--- src/rtl/fetch_stage_if.sv ---
// Instruction-memory request/response bundle between the fetch stage and imem.
interface fetch_stage_if;
    logic        imem_req;
    logic [15:0] imem_addr;
    logic [15:0] imem_rdata;
    logic        imem_valid;

    modport master (output imem_req, output imem_addr, input imem_rdata, input imem_valid);
    modport slave  (input imem_req, input imem_addr, output imem_rdata, output imem_valid);
endinterface

--- src/rtl/fetch_stage.sv ---
// IF stage: owns the PC and IF/ID register, fetches over a req/valid handshake,
// honours stall and flush/redirect, and freezes on HLT.
module fetch_stage #(
    parameter logic [15:0] RESET_PC   = 16'h0000,
    parameter logic [3:0]  HLT_OPCODE = 4'hF
) (
    input  logic                 clk,
    input  logic                 rst_n,
    input  logic                 stall,
    input  logic                 flush,
    input  logic [15:0]          br_target,
    fetch_stage_if.master        imem,
    output logic [15:0]          pc,
    output logic [15:0]          ifid_instr,
    output logic [15:0]          ifid_pc_plus2,
    output logic                 ifid_valid,
    output logic                 halted
);

    typedef enum logic [1:0] {FETCH, REDIRECT, HALT} state_t;

    state_t      state, state_next;
    logic [15:0] pc_next, instr_next, pc_plus2_next;
    logic        valid_next;
    logic [15:0] pc_plus2;
    logic        accept;
    logic        is_hlt;

    assign pc_plus2 = pc + 16'd2;
    assign accept   = (state == FETCH) && imem.imem_valid && !stall && !flush;
    assign is_hlt   = (imem.imem_rdata[15:12] == HLT_OPCODE);

    assign imem.imem_req  = rst_n && (state == FETCH);
    assign imem.imem_addr = pc;
    assign halted         = (state == HALT);

    always_ff @(posedge clk or negedge rst_n) begin
        if (!rst_n) begin
            state <= FETCH;
        end else begin
            state <= state_next;
        end
    end

    always_ff @(posedge clk or negedge rst_n) begin
        if (!rst_n) begin
            pc            <= RESET_PC;
            ifid_instr    <= '0;
            ifid_pc_plus2 <= '0;
            ifid_valid    <= 1'b0;
        end else begin
            pc            <= pc_next;
            ifid_instr    <= instr_next;
            ifid_pc_plus2 <= pc_plus2_next;
            ifid_valid    <= valid_next;
        end
    end

    // Priority flush > stall > accept > bubble; REDIRECT always lasts one cycle.
    always_comb begin
        state_next    = state;
        pc_next       = pc;
        instr_next    = ifid_instr;
        pc_plus2_next = ifid_pc_plus2;
        valid_next    = ifid_valid;

        if (flush) begin
            valid_next = 1'b0;
            instr_next = '0;
            pc_next    = br_target;
            state_next = REDIRECT;
        end else begin
            if (state == REDIRECT) begin
                state_next = FETCH;
            end
            if (stall) begin
                valid_next = ifid_valid;
            end else if (accept) begin
                instr_next    = imem.imem_rdata;
                pc_plus2_next = pc_plus2;
                valid_next    = 1'b1;
                if (is_hlt) begin
                    state_next = HALT;
                end else begin
                    pc_next = pc_plus2;
                end
            end else begin
                valid_next = 1'b0;
            end
        end
    end

endmodule

--- src/flat_wrapper.sv ---
// flat-port wrapper written by rule: the top's interface ports become plain ports
module fetch_stage_flat 
#(
    parameter logic [15:0] RESET_PC   = 16'h0000,
    parameter logic [3:0]  HLT_OPCODE = 4'hF
)
  (clk, rst_n, stall, flush, br_target, pc, ifid_instr, ifid_pc_plus2, ifid_valid, halted, imem_imem_req, imem_imem_addr, imem_imem_rdata, imem_imem_valid);
  fetch_stage_if imem_i ();
  input  logic clk;
  input  logic rst_n;
  input  logic stall;
  input  logic flush;
  input  logic [15:0] br_target;
  output logic [15:0] pc;
  output logic [15:0] ifid_instr;
  output logic [15:0] ifid_pc_plus2;
  output logic ifid_valid;
  output logic halted;
  output wire logic [$bits(imem_i.imem_req)-1:0] imem_imem_req;
  output wire logic [$bits(imem_i.imem_addr)-1:0] imem_imem_addr;
  input wire logic [$bits(imem_i.imem_rdata)-1:0] imem_imem_rdata;
  input wire logic [$bits(imem_i.imem_valid)-1:0] imem_imem_valid;
  assign imem_imem_req = imem_i.imem_req;
  assign imem_imem_addr = imem_i.imem_addr;
  assign imem_i.imem_rdata = imem_imem_rdata;
  assign imem_i.imem_valid = imem_imem_valid;
  fetch_stage #(.RESET_PC(RESET_PC), .HLT_OPCODE(HLT_OPCODE)) u_core (.clk(clk), .rst_n(rst_n), .stall(stall), .flush(flush), .br_target(br_target), .imem(imem_i), .pc(pc), .ifid_instr(ifid_instr), .ifid_pc_plus2(ifid_pc_plus2), .ifid_valid(ifid_valid), .halted(halted));
endmodule
--- config.mk ---
export PLATFORM = sky130hd
export DESIGN_NAME = fetch_stage_flat
export DESIGN_NICKNAME = d
export VERILOG_FILES = /design/src/rtl/fetch_stage_if.sv /design/src/rtl/fetch_stage.sv /design/src/flat_wrapper.sv
export SDC_FILE = /design/constraint.sdc
export NUM_CORES = 1
export LEC_CHECK = 0
export CAP_MARGIN = 20
export CORE_AREA = 2 2 68 118
export CTS_CLUSTER_DIAMETER = 50
export DETAILED_ROUTE_END_ITERATION = 10
export DIE_AREA = 0 0 70 120
export PLACE_DENSITY_LB_ADDON = 0.08
export REMOVE_ABC_BUFFERS = 1
export SETUP_SLACK_MARGIN = 0.5
export SLEW_MARGIN = 20
export SYNTH_ARGS = -nofsm -noshare
export SYNTH_HDL_FRONTEND = slang
export SYNTH_SLANG_ARGS = --single-unit
--- constraint.sdc ---
create_clock -name clk -period 2.85 [get_ports clk]
set_input_delay 0.57 -clock clk [delete_from_list [all_inputs] [get_ports clk]]
set_output_delay 0.57 -clock clk [all_outputs]
set_load 0.01 [all_outputs]
==> flow_summary_export.csv <==
group,metric,value,unit
global_route,groute.usage.overall,0.1699,
power,swShare,0.2703,
timing,finalSetupTns,0,ps
power,pwr-share-clk,0.310,
yosys,syn-mean-instance-area,9.195,um2
clocking,cts-root-buf,"clkbuf_16",
timing,setup_violations,0,
setup_path,cp-start-kind,"flop",
clocking,holdBufCountCts,0,
yosys,synth_top_area_cell,"dfrtp_1",
timing,relSlewSlack,0.5558,
yosys,yosysWarnings,0,
detailed_routing,first_pass_iters,4,
power,switchingPower,550.5,uW
setup_path,cp-end-kind,"output port",
finish,nNetsFinal,398,
placement,dp_hpwl,4745,um
yosys,ys_seq_area_frac,0.4939,
die,start_util,0.3462,
clocking,cts_made_buffers,5,
clocking,cts_resized,0,
yosys,syn_area,0.002584,mm2
global_route,grt_pass1_vias,2164,
global_route,gr-total-overflow,0,
clocking,cts_tree,"built",
power,p_leak,0.001457,uW
detailed_routing,post_drt_wl_per_cell,14.81,um
setup_path,cp.arrival,1530,ps
yosys,synthCells,281,
global_route,grt_max_degree,57,
detailed_routing,wl,6651,um
clocking,post_cts_buffers,0,
timing,hold_slack,477.4,ps
timing,fin_crit_sh,0.7356,
finish,drive_above_1_share,0.06371,
clocking,clk_pin_slew,70,ps
detailed_routing,vias_per_cell,4.918,
power,p_per_area,547.6,mW/mm2
yosys,synth-edff-count,0,
clocking,worst_skew_pair.late_latency,290,ps
clocking,h-tree-depth,2,
timing,rsz0062_at_grt,"no",
setup_path,critPathRequiredTime,2280,ps
die,rows,42,
timing,maxSlewViolCount,0,
die,ios,104,
setup_path,path_class,"flop to output port",
detailed_routing,drtIter0Drc,151,
global_route,antenna_found_initial,0,
power,p_int,1486,uW
finish,area_delta_synth_final,43.92,%
yosys,synth_most_common_cell,"nand2_1",
placement,place_congestion,0.7862,
timing,min_period,2096,ps
yosys,synth-seq-cells,51,
finish,design_area,0.003719,mm2
yosys,ys_top_cells_by_area,"dfrtp_1 (49%), nand2_1 (9.9%), xnor2_1 (5.8%)",
placement,dpl-instance-area,0.003558,mm2
timing,tightest_slew,666.4,ps
min_path,hp-class,"input pin to asynchronous set/reset pin",
setup_path,crit_path_max_fanout,6,
detailed_routing,drc,0,
clocking,clk_path_buf_depth,2,
power,vdd_drop_max,359.4,uV
yosys,synthTopCellsByCount,"nand2_1 (68), dfrtp_1 (51), a21oi_1 (18), o21ai_0 (18)",
global_route,grt_pass1_wl,11210,um
detailed_routing,drtAntennaViolNets,0,
timing,hold_violations,0,
power,seqPwrFrac,0.437,
placement,place_inst,441,
yosys,ys.flop_type,"dfrtp_1",
die,die_height,120,um
die,coreArea,0.007462,mm2
die,die_x,70,um
clocking,cts_sinks,51,
timing,clock_skew,3.506,ps
yosys,async_reset_ff_frac,1.000,
die,die_area,0.008400,mm2
placement,port_buffers,103,
yosys,synth.top_cell.area_share,0.4939,
finish,nFillCells,737,
power,p_comb_frac,0.253,
run,drv_cap,0,
detailed_routing,vias,2208,
finish,final_cell_count_no_fill,449,
finish,n_antenna_cell,0,
status,run_status,"complete, no violations",
yosys,synthDistinctLibCells,31,
timing,max_freq,477.0,MHz
==> through the flow <==
step | setup WS (ps) | total power (uW) | utilization
2_1_floorplan | -820.7 | 1080 | -
3_3_place_gp | 208.1 | 1420 | 0.4769
3_5_place_dp | 196.7 | 1428 | 0.4769
4_1_cts | 511.6 | 2072 | 0.4978
5_1_grt | 646.7 | 2155 | 0.4983
6_report | 753.7 | 2036 | 0.4983
==> cells in the final DEF, fill, tap and decap left out, types with 2 or more instances in the layout <==
| cell type | synthesis | layout |
|---|---|---|
| a22oi_1 | 5 | 5 |
| a21oi_1 | 18 | 18 |
| clkdlybuf4s50_1 | 0 | 101 |
| nand2_1 | 68 | 68 |
| clkbuf_8 | 0 | 2 |
| nor2b_1 | 6 | 6 |
| nor4_2 | 2 | 2 |
| xor2_1 | 4 | 4 |
| dfrtp_1 | 51 | 51 |
| nand3_1 | 7 | 7 |
| xnor2_1 | 17 | 17 |
| o21ai_1 | 6 | 6 |
| mux2i_1 | 7 | 7 |
| nor3_1 | 7 | 7 |
| clkbuf_16 | 0 | 5 |
| nor4_1 | 8 | 8 |
| nand4_1 | 2 | 2 |
| nor2_1 | 6 | 6 |
| buf_4 | 17 | 5 |
| o21ai_0 | 18 | 18 |
| buf_2 | 1 | 2 |
| mux2_2 | 3 | 3 |
==> kinds of logic (layout without fill, tap and decap cells) <==
kind of cell,after synthesis,count (layout),synth area share
and+or+nand+nor,113,113,0.2121
muxes,10,10,0.04019
xor gates and xnor gates,21,21,0.07118
DFF,51,51,0.4939
buffers and inverters,37,117,0.07893
adders and majority gates,1,1,0.004842
AOI/OAI and AO/OA,48,48,0.09880
==> registers in the layout, summed over array words and instances (netlist names) <==
signal	cells
u_core.ifid_pc_plus2	16
u_core.ifid_valid	1
u_core.ifid_instr	16
u_core.state	2
u_core.imem.imem_addr	16
==> worst paths after layout <==
kind | start | end | slack [ps] | cells after the start
worst max-delay path | u_core.state[1]$_DFF_PN0_ | imem_imem_req | 750 | 2
worst min-delay path | rst_n | u_core.ifid_pc_plus2[5]$_DFFE_PN0P_ | 480 | 2
worst max register to register | u_core.imem.imem_addr[3]$_DFFE_PN0P_ | u_core.imem.imem_addr[14]$_DFFE_PN0P_ | 960 | 4
worst min register to register | u_core.ifid_pc_plus2[8]$_DFFE_PN0P_ | u_core.ifid_pc_plus2[8]$_DFFE_PN0P_ | 480 | 2
max in group asynchronous | rst_n | u_core.ifid_pc_plus2[13]$_DFFE_PN0P_ | 1910 | 2
min in group clk | u_core.ifid_pc_plus2[8]$_DFFE_PN0P_ | u_core.ifid_pc_plus2[8]$_DFFE_PN0P_ | 480 | 2
==> worst max-delay path, cell delays in order (launching register included) <==
cell             delay (ps)
dfrtp_1                 440
nor3b_1                 210
clkdlybuf4s50_1         580
==> power by group through the flow <==
| stage | logic [uW] | registers, uW | clock network, uW |
|---|---|---|---|
| 5_1_grt | 564 | 907 | 683 |
| 6_report | 514 | 890 | 632 |
| 2_1_floorplan | 133 | 948 | 0 |
| 3_5_place_dp | 521 | 907 | 0 |
| 4_1_cts | 523 | 894 | 655 |
| 3_3_place_gp | 518 | 902 | 0 |
==> final cells by class <==
cell class,instances,area [um2],area share
Clock buffer,8,156.4,0.04206
Inverter,1,3.754,0.001009
Multi-Input combinational cell,193,1114,0.2995
Sequential cell,51,1276,0.3432
Tap cell,88,110.1,0.02961
Timing Repair Buffer,108,1059,0.2847
==> layer usage <==
metal  share of wire  wire length (um)  vias to the layer above  track usage
li1                -                 -                     1090            -
met1            0.41              2695                     1028       0.2115
met2            0.52              3427                       78       0.2815
met3           0.058               387                       12      0.04282
met4           0.021               142                        0      0.06490
met5               0                 0                        -            0
Note: power is estimated with default switching activity, not from simulation.
